## config.mk

```make
export PLATFORM = sky130hd
export DESIGN_NAME = spi_draw_sequencer
export DESIGN_NICKNAME = d
export VERILOG_FILES = /design/src/rtl/spi_draw_sequencer.sv
export SDC_FILE = /design/constraint.sdc
export NUM_CORES = 1
export LEC_CHECK = 0
export ABC_AREA = 1
export BUFFER_PORTS_ARGS = -buffer_cell sky130_fd_sc_hd__buf_2
export CAP_MARGIN = 0
export CORE_MARGIN = 2
export CORE_UTILIZATION = 40
export CTS_BUF_LIST = sky130_fd_sc_hd__clkbuf_2
export DETAILED_ROUTE_END_ITERATION = 6
export HOLD_SLACK_MARGIN = 0.08
export PLACE_DENSITY = 0.7
export SLEW_MARGIN = 40
export SYNTH_ARGS = -nofsm -noshare
export SYNTH_HDL_FRONTEND = slang
export SYNTH_SLANG_ARGS = --single-unit
export TNS_END_PERCENT = 100
```

## constraint.sdc

```tcl
create_clock -name clk -period 4.62 [get_ports clk]
set_input_delay 0.231 -clock clk [delete_from_list [all_inputs] [get_ports clk]]
set_output_delay 0.231 -clock clk [all_outputs]
set_load 0.005 [all_outputs]
```

## src/rtl/spi_draw_sequencer.sv

```systemverilog
// ---------------------------------------------------------------------------
// spi_draw_sequencer
//
// Purpose:
//   Turns the SPI receiver's byte stream into draw requests for the
//   framebuffer writer.
//   - A byte of the form 111bxccc is a configuration packet. It updates
//     brush (b) and colour (ccc).
//   - Any other first byte starts a two-byte position packet (x, then y).
//   - Every complete position packet issues one draw request on a req/ack
//     handshake.
//   The block also recovers framing after timeouts or dropped packets and
//   counts discarded packets.
//
// Handshake (drawReq/drawAck):
//   drawReq rises together with a stable drawX/drawY/drawColor/drawBrush
//   snapshot. Request and snapshot hold until drawAck=1 is sampled on a
//   rising clock edge, and drawReq falls on that edge. drawAck is ignored
//   while drawReq=0.
//
// Ports:
//   clk           in   system clock, rising edge
//   reset         in   asynchronous active-high reset
//   byteValid     in   one-cycle strobe qualifying byteData
//   byteData[7:0] in   received SPI byte
//   drawAck       in   framebuffer writer accepts the pending request
//   drawReq       out  pending draw request
//   drawX/drawY   out  coordinates of the pending draw
//   drawColor     out  colour snapshot of the pending draw
//   drawBrush     out  brush snapshot of the pending draw
//   color/brush   out  current colour / brush registers
//   configUpdated out  one-cycle pulse after a config byte is applied
//   dropCount     out  saturating count of discarded packets
//   dbgState      out  FSM state (0=IDLE, 1=HAVE_X, 2=WAIT_ACK)
// ---------------------------------------------------------------------------
module spi_draw_sequencer #(
  parameter int          TIMEOUT_CYCLES = 4096,
  parameter logic [2:0]  DEFAULT_COLOR  = 3'b010,
  parameter logic        DEFAULT_BRUSH  = 1'b1
) (
  input  logic       clk,
  input  logic       reset,
  input  logic       byteValid,
  input  logic [7:0] byteData,
  input  logic       drawAck,
  output logic       drawReq,
  output logic [7:0] drawX,
  output logic [7:0] drawY,
  output logic [2:0] drawColor,
  output logic       drawBrush,
  output logic [2:0] color,
  output logic       brush,
  output logic       configUpdated,
  output logic [7:0] dropCount,
  output logic [1:0] dbgState
);

  localparam int CW = (TIMEOUT_CYCLES > 1) ? $clog2(TIMEOUT_CYCLES) : 1;
  localparam logic [CW-1:0] TMO_LAST = CW'(TIMEOUT_CYCLES - 1);

  typedef enum logic [1:0] {
    ST_IDLE     = 2'd0,
    ST_HAVE_X   = 2'd1,
    ST_WAIT_ACK = 2'd2
  } state_t;

  state_t          state_q, state_d;
  logic [7:0]      x_q, x_d;
  logic            draw_req_q, draw_req_d;
  logic [7:0]      draw_x_q, draw_x_d;
  logic [7:0]      draw_y_q, draw_y_d;
  logic [2:0]      draw_color_q, draw_color_d;
  logic            draw_brush_q, draw_brush_d;
  logic [2:0]      color_q, color_d;
  logic            brush_q, brush_d;
  logic            cfg_upd_q, cfg_upd_d;
  logic [7:0]      drop_q, drop_d;
  logic            skip_q, skip_d;
  logic [CW-1:0]   tmo_q, tmo_d;

  logic            is_cfg;
  logic            tmo_hit;
  logic [7:0]      drop_inc;
  logic            idle_rules;

  assign is_cfg   = (byteData[7:5] == 3'b111);
  assign tmo_hit  = (tmo_q == TMO_LAST);
  assign drop_inc = (drop_q == 8'hFF) ? drop_q : drop_q + 8'd1;

  // An ack retires the request and frees the FSM on the same edge, so a byte
  // arriving in the ack cycle is handled exactly as if we were already idle.
  assign idle_rules = (state_q == ST_IDLE) ||
                      ((state_q == ST_WAIT_ACK) && drawAck);

  always_comb begin
    state_d      = state_q;
    x_d          = x_q;
    draw_req_d   = draw_req_q;
    draw_x_d     = draw_x_q;
    draw_y_d     = draw_y_q;
    draw_color_d = draw_color_q;
    draw_brush_d = draw_brush_q;
    color_d      = color_q;
    brush_d      = brush_q;
    cfg_upd_d    = 1'b0;
    drop_d       = drop_q;
    skip_d       = skip_q;
    tmo_d        = tmo_q;

    case (state_q)
      ST_HAVE_X: begin
        if (byteValid) begin
          // Second byte is always y, even if it looks like a config byte.
          draw_x_d     = x_q;
          draw_y_d     = byteData;
          draw_color_d = color_q;
          draw_brush_d = brush_q;
          draw_req_d   = 1'b1;
          state_d      = ST_WAIT_ACK;
        end else if (tmo_hit) begin
          drop_d  = drop_inc;
          tmo_d   = '0;
          state_d = ST_IDLE;
        end else begin
          tmo_d = tmo_q + CW'(1);
        end
      end

      ST_IDLE, ST_WAIT_ACK: begin
        if (state_q == ST_WAIT_ACK && drawAck) begin
          draw_req_d = 1'b0;
          state_d    = ST_IDLE;
        end
        if (byteValid) begin
          if (skip_q) begin
            // Orphaned y byte of a dropped packet: swallow it silently.
            skip_d = 1'b0;
            tmo_d  = '0;
          end else if (is_cfg) begin
            brush_d   = byteData[4];
            color_d   = byteData[2:0];
            cfg_upd_d = 1'b1;
          end else if (idle_rules) begin
            x_d     = byteData;
            tmo_d   = '0;
            state_d = ST_HAVE_X;
          end else begin
            // Position packet while a draw is still pending: drop it and
            // arrange to discard its y byte as well.
            drop_d = drop_inc;
            skip_d = 1'b1;
            tmo_d  = '0;
          end
        end else if (skip_q) begin
          // A missing y byte must not stall framing forever.
          if (tmo_hit) begin
            skip_d = 1'b0;
            tmo_d  = '0;
          end else begin
            tmo_d = tmo_q + CW'(1);
          end
        end
      end

      default: begin
        state_d    = ST_IDLE;
        draw_req_d = 1'b0;
      end
    endcase
  end

  always_ff @(posedge clk or posedge reset) begin
    if (reset) begin
      state_q      <= ST_IDLE;
      x_q          <= 8'd0;
      draw_req_q   <= 1'b0;
      draw_x_q     <= 8'd0;
      draw_y_q     <= 8'd0;
      draw_color_q <= DEFAULT_COLOR;
      draw_brush_q <= DEFAULT_BRUSH;
      color_q      <= DEFAULT_COLOR;
      brush_q      <= DEFAULT_BRUSH;
      cfg_upd_q    <= 1'b0;
      drop_q       <= 8'd0;
      skip_q       <= 1'b0;
      tmo_q        <= '0;
    end else begin
      state_q      <= state_d;
      x_q          <= x_d;
      draw_req_q   <= draw_req_d;
      draw_x_q     <= draw_x_d;
      draw_y_q     <= draw_y_d;
      draw_color_q <= draw_color_d;
      draw_brush_q <= draw_brush_d;
      color_q      <= color_d;
      brush_q      <= brush_d;
      cfg_upd_q    <= cfg_upd_d;
      drop_q       <= drop_d;
      skip_q       <= skip_d;
      tmo_q        <= tmo_d;
    end
  end

  assign drawReq       = draw_req_q;
  assign drawX         = draw_x_q;
  assign drawY         = draw_y_q;
  assign drawColor     = draw_color_q;
  assign drawBrush     = draw_brush_q;
  assign color         = color_q;
  assign brush         = brush_q;
  assign configUpdated = cfg_upd_q;
  assign dropCount     = drop_q;
  assign dbgState      = state_q;

endmodule

```

==> metrics.md <==
| Metric | Value |
|---|---|
| Vias | 2191 |
| Asr flop ratio synth | 1.00 |
| Clk_skew | 18.5 ps |
| Initial antenna violation count | 0 |
| Standard-cell rows | 29 |
| Fill cell count | 620 |
| Path type of the worst setup path | register to register |
| Min Hold Slack | about 460 ps |
| Number of instances in the synthesized netlist | 300 |
| Synthesized area divided by synthesized cell count | ~9 um^2 |
| Antenna-violating nets left | 0 |
| Buffers on Ports | 47 |
| Setup repair after global routing missed its margin | false |
| Later-pin clock latency in the skew report | ~470 ps |
| Syn_nets | ~310 |
| Count of different cell masters after synthesis | 30 |
| Sink Count | between 50 and 60 |
| Io pins | between 40 and 50 |
| Final Max Tran Viols | 0 |
| Final std cell area, no fill | about 3200 um^2 |
| Worst min-delay path class | primary input to async pin |
| Largest area contributor in the synthesized netlist | sky130_fd_sc_hd__dfrtp_1 |
| Vias in the first global route | 2092 |
| Die Width | ~85 um |
| ANT cells | 0 |
| Starting utilization of the core area | 0.415 |
| Worst EP required | 4980 ps |
| Startpoint of the worst setup timing path | dbgState[0] |
| Power density over the cells | 544 nW/um^2 |
| Number of DRC violations after detailed routing | 0 |
| Max Root-Sink Buffers | 2 |
| Per-cell via count in the routed design | approximately 4.9 |
| Final setup TNS | 0 ps |
| CTS HTree Levels | 3 |
| Most common library cell in the layout ignoring fill and taps | sky130_fd_sc_hd__nand2_1 |
| Highest fanout seen on the critical path | 14 |
| Most used flip-flop cell after synthesis | sky130_fd_sc_hd__dfrtp_1 |
| Final Total Pwr | 1.72 mW |
| Reg-to-reg critical path startpoint | dbgState[0] |
| Minimum clock period after layout | between 1500 and 2000 ps |
| Relative slew margins | 0.538 |
| Data arrival time of the critical path | 2320 ps |
| Pin count of the biggest net entering global routing | between 50 and 60 |
| GP Congestion | 0.901 |
| Relative area change from synthesis to final layout | 19.6% |
| P_leak | around 1.6 nW |
| Total overflow reported by the global router | 0 |
| Max-capacitance violation count | 0 |
| Routed wirelength normalized by instance count | between 10 and 15 um |
| Global-route wire length before repair | 9.46 mm |
| Detailed-routing iteration count for the pre-antenna-repair pass | 4 |
| Period utilisation layout | 0.424 |
| Clock transition at the register clock pins on the worst setup and hold paths after CTS | around 170 ps |
| Clock tree from TritonCTS | done |
| Post-DP HPWL | between 3 and 4 mm |
| Top area cells in the synthesized netlist | sky130_fd_sc_hd__dfrtp_1, sky130_fd_sc_hd__nand2_1, sky130_fd_sc_hd__o21ai_0, sky130_fd_sc_hd__nand3_1, sky130_fd_sc_hd__inv_1 |
| Final number of setup-violating endpoints | 0 |
| Layout cells sized above 1 | 0.228 |
| Post-placement cell area | just under 3000 um^2 |
| Area of the core | approximately 6400 um^2 |
| Element type at the critical path start | register |
| Slew at the pin closest to its max-slew limit | between 600 and 700 ps |
| Post-detailed-routing wire length | about 5.5 mm |
| Area fraction of the dominant cell type after synthesis | 0.501 |
| Most frequent cells in the layout | sky130_fd_sc_hd__nand2_1, sky130_fd_sc_hd__dfrtp_1, sky130_fd_sc_hd__buf_2, sky130_fd_sc_hd__o21ai_0, sky130_fd_sc_hd__inv_1 |
| Starting DRT DRC Count | around 130 |
| Status | finished, final reports clean |
| Total global-route track usage | 0.166 |
| Total Die Area | 7290 um^2 |
| Count of flip-flops with a built-in enable after synthesis | 0 |
| CTS Root Buffer Type | sky130_fd_sc_hd__clkbuf_2 |
| Critical path endpoint category | register |
| Cell area after synthesis | around 2600 um^2 |
| Maximum clock frequency | 510 MHz |
| Clock buffers created by TritonCTS | 9 |
| Peak supply drop | roughly 0.00028 V |
| Yosys synthesis warning count | 0 |
| Register bit total from synthesis | between 50 and 60 |
| Hold violation total from the final report | 0 |
| Sequential fraction of the synthesis area | 0.541 |
| Layout net count | roughly 380 |
| Die Y-Extent | around 85 um |
-- stage by stage --
step	std cells	setup slack, ps	util
3_5_place_dp	419	2710	0.461
4_1_cts	446	2680	0.496
6_report	446	2660	0.496
3_3_place_gp	419	2800	0.461
2_1_floorplan	300	3000	-
5_1_grt	446	2440	0.496
-- path summary, 6_finish.rpt --
kind / endpoint / slack, ps / depth (start not counted)
max: tmo_q[3] / 2660 / 6
min: configUpdated / 460 / 4
max reg2reg: tmo_q[3] / 2660 / 6
min reg2reg: drawX[2] / 500 / 2
max in group asynchronous: tmo_q[10] / 3680 / 4
min in group clk: drawX[2] / 500 / 2
-- logic make-up (layout without fill, tap and decap cells) --
kind of cell	after synthesis	after routing	synth area share
AND/OR/NAND/NOR	137	137	0.224
flip-flops	57	57	0.541
AO/OA/AOI/OAI	50	50	0.107
buffers and inverters	39	108	0.0629
XOR/XNOR	8	8	0.0265
multiplexers	7	7	0.0298
adder cells (fa/ha/maj)	2	2	0.00945
-- Yosys cell counts (all sizes together) (2+ instances only) --
| cell type | instances |
|---|---|
| nand2 | 81 |
| dfrtp | 53 |
| o21ai | 37 |
| inv | 32 |
| nor2 | 25 |
| nand3 | 23 |
| mux2 | 7 |
| nand4 | 5 |
| o22ai | 5 |
| xor2 | 5 |
| buf | 4 |
| dfstp | 4 |
| o211ai | 3 |
| xnor2 | 3 |
| a21o | 2 |
| a21oi | 2 |
| clkbuf | 2 |
| ha | 2 |
| nor3 | 2 |
-- final cells by class --
cell class                 instances  area, um^2  area share
inverter                          33         124      0.0391
clock inverter                     5        56.3      0.0178
sequential                        57        1430       0.452
timing repair buffer              59         353       0.111
tap                               77        96.3      0.0304
clock buffer                      11        55.1      0.0174
multi-input combinational        204        1050       0.332
-- routing by layer --
| layer | vias to the layer above | track usage | routed length, um |
|---|---|---|---|
| met1 | 1020 | 0.219 | 2690 |
| met2 | 46 | 0.242 | 2440 |
| met4 | 0 | 0.101 | 136 |
| met3 | 14 | 0.0467 | 223 |
| li1 | 1111 | - | - |
| met5 | - | 0 | 0 |
-- where the power goes --
group | switching [mW] | leakage [nW] | internal [mW]
sequential | 0.120 | 0.727 | 0.690
combinational | 0.344 | 0.819 | 0.249
clock | 0.191 | 0.0719 | 0.129
total | 0.654 | 1.62 | 1.07
-- flip-flops by register name, indices dropped and copies added (netlist names) --
signal and count:
tmo_q 12, color 3, dropCount 8, configUpdated 1, x_q 8, skip_q 1, drawColor 3, drawY 8
drawX 8, drawReq 1, brush 1, drawBrush 1, dbgState 2
-- worst max-delay path, cell delays in order (launching register included) --
cell and delay [ps]:
sky130_fd_sc_hd__dfrtp_1 510, sky130_fd_sc_hd__inv_2 170, sky130_fd_sc_hd__nand3_1 80, sky130_fd_sc_hd__nand3_1 400
sky130_fd_sc_hd__clkinv_1 380, sky130_fd_sc_hd__nand2_1 230, sky130_fd_sc_hd__o22ai_1 90
-- what timing repair did --
action | 4_1_cts | 5_1_grt
endpoints found under the setup margin | 0 | 0
endpoints found under the hold margin | 75 | 0
resized for setup | 0 | 0
hold buffers | 11 | 0
buffers inserted | 0 | 0
Note: power is estimated with default switching activity, not from simulation.
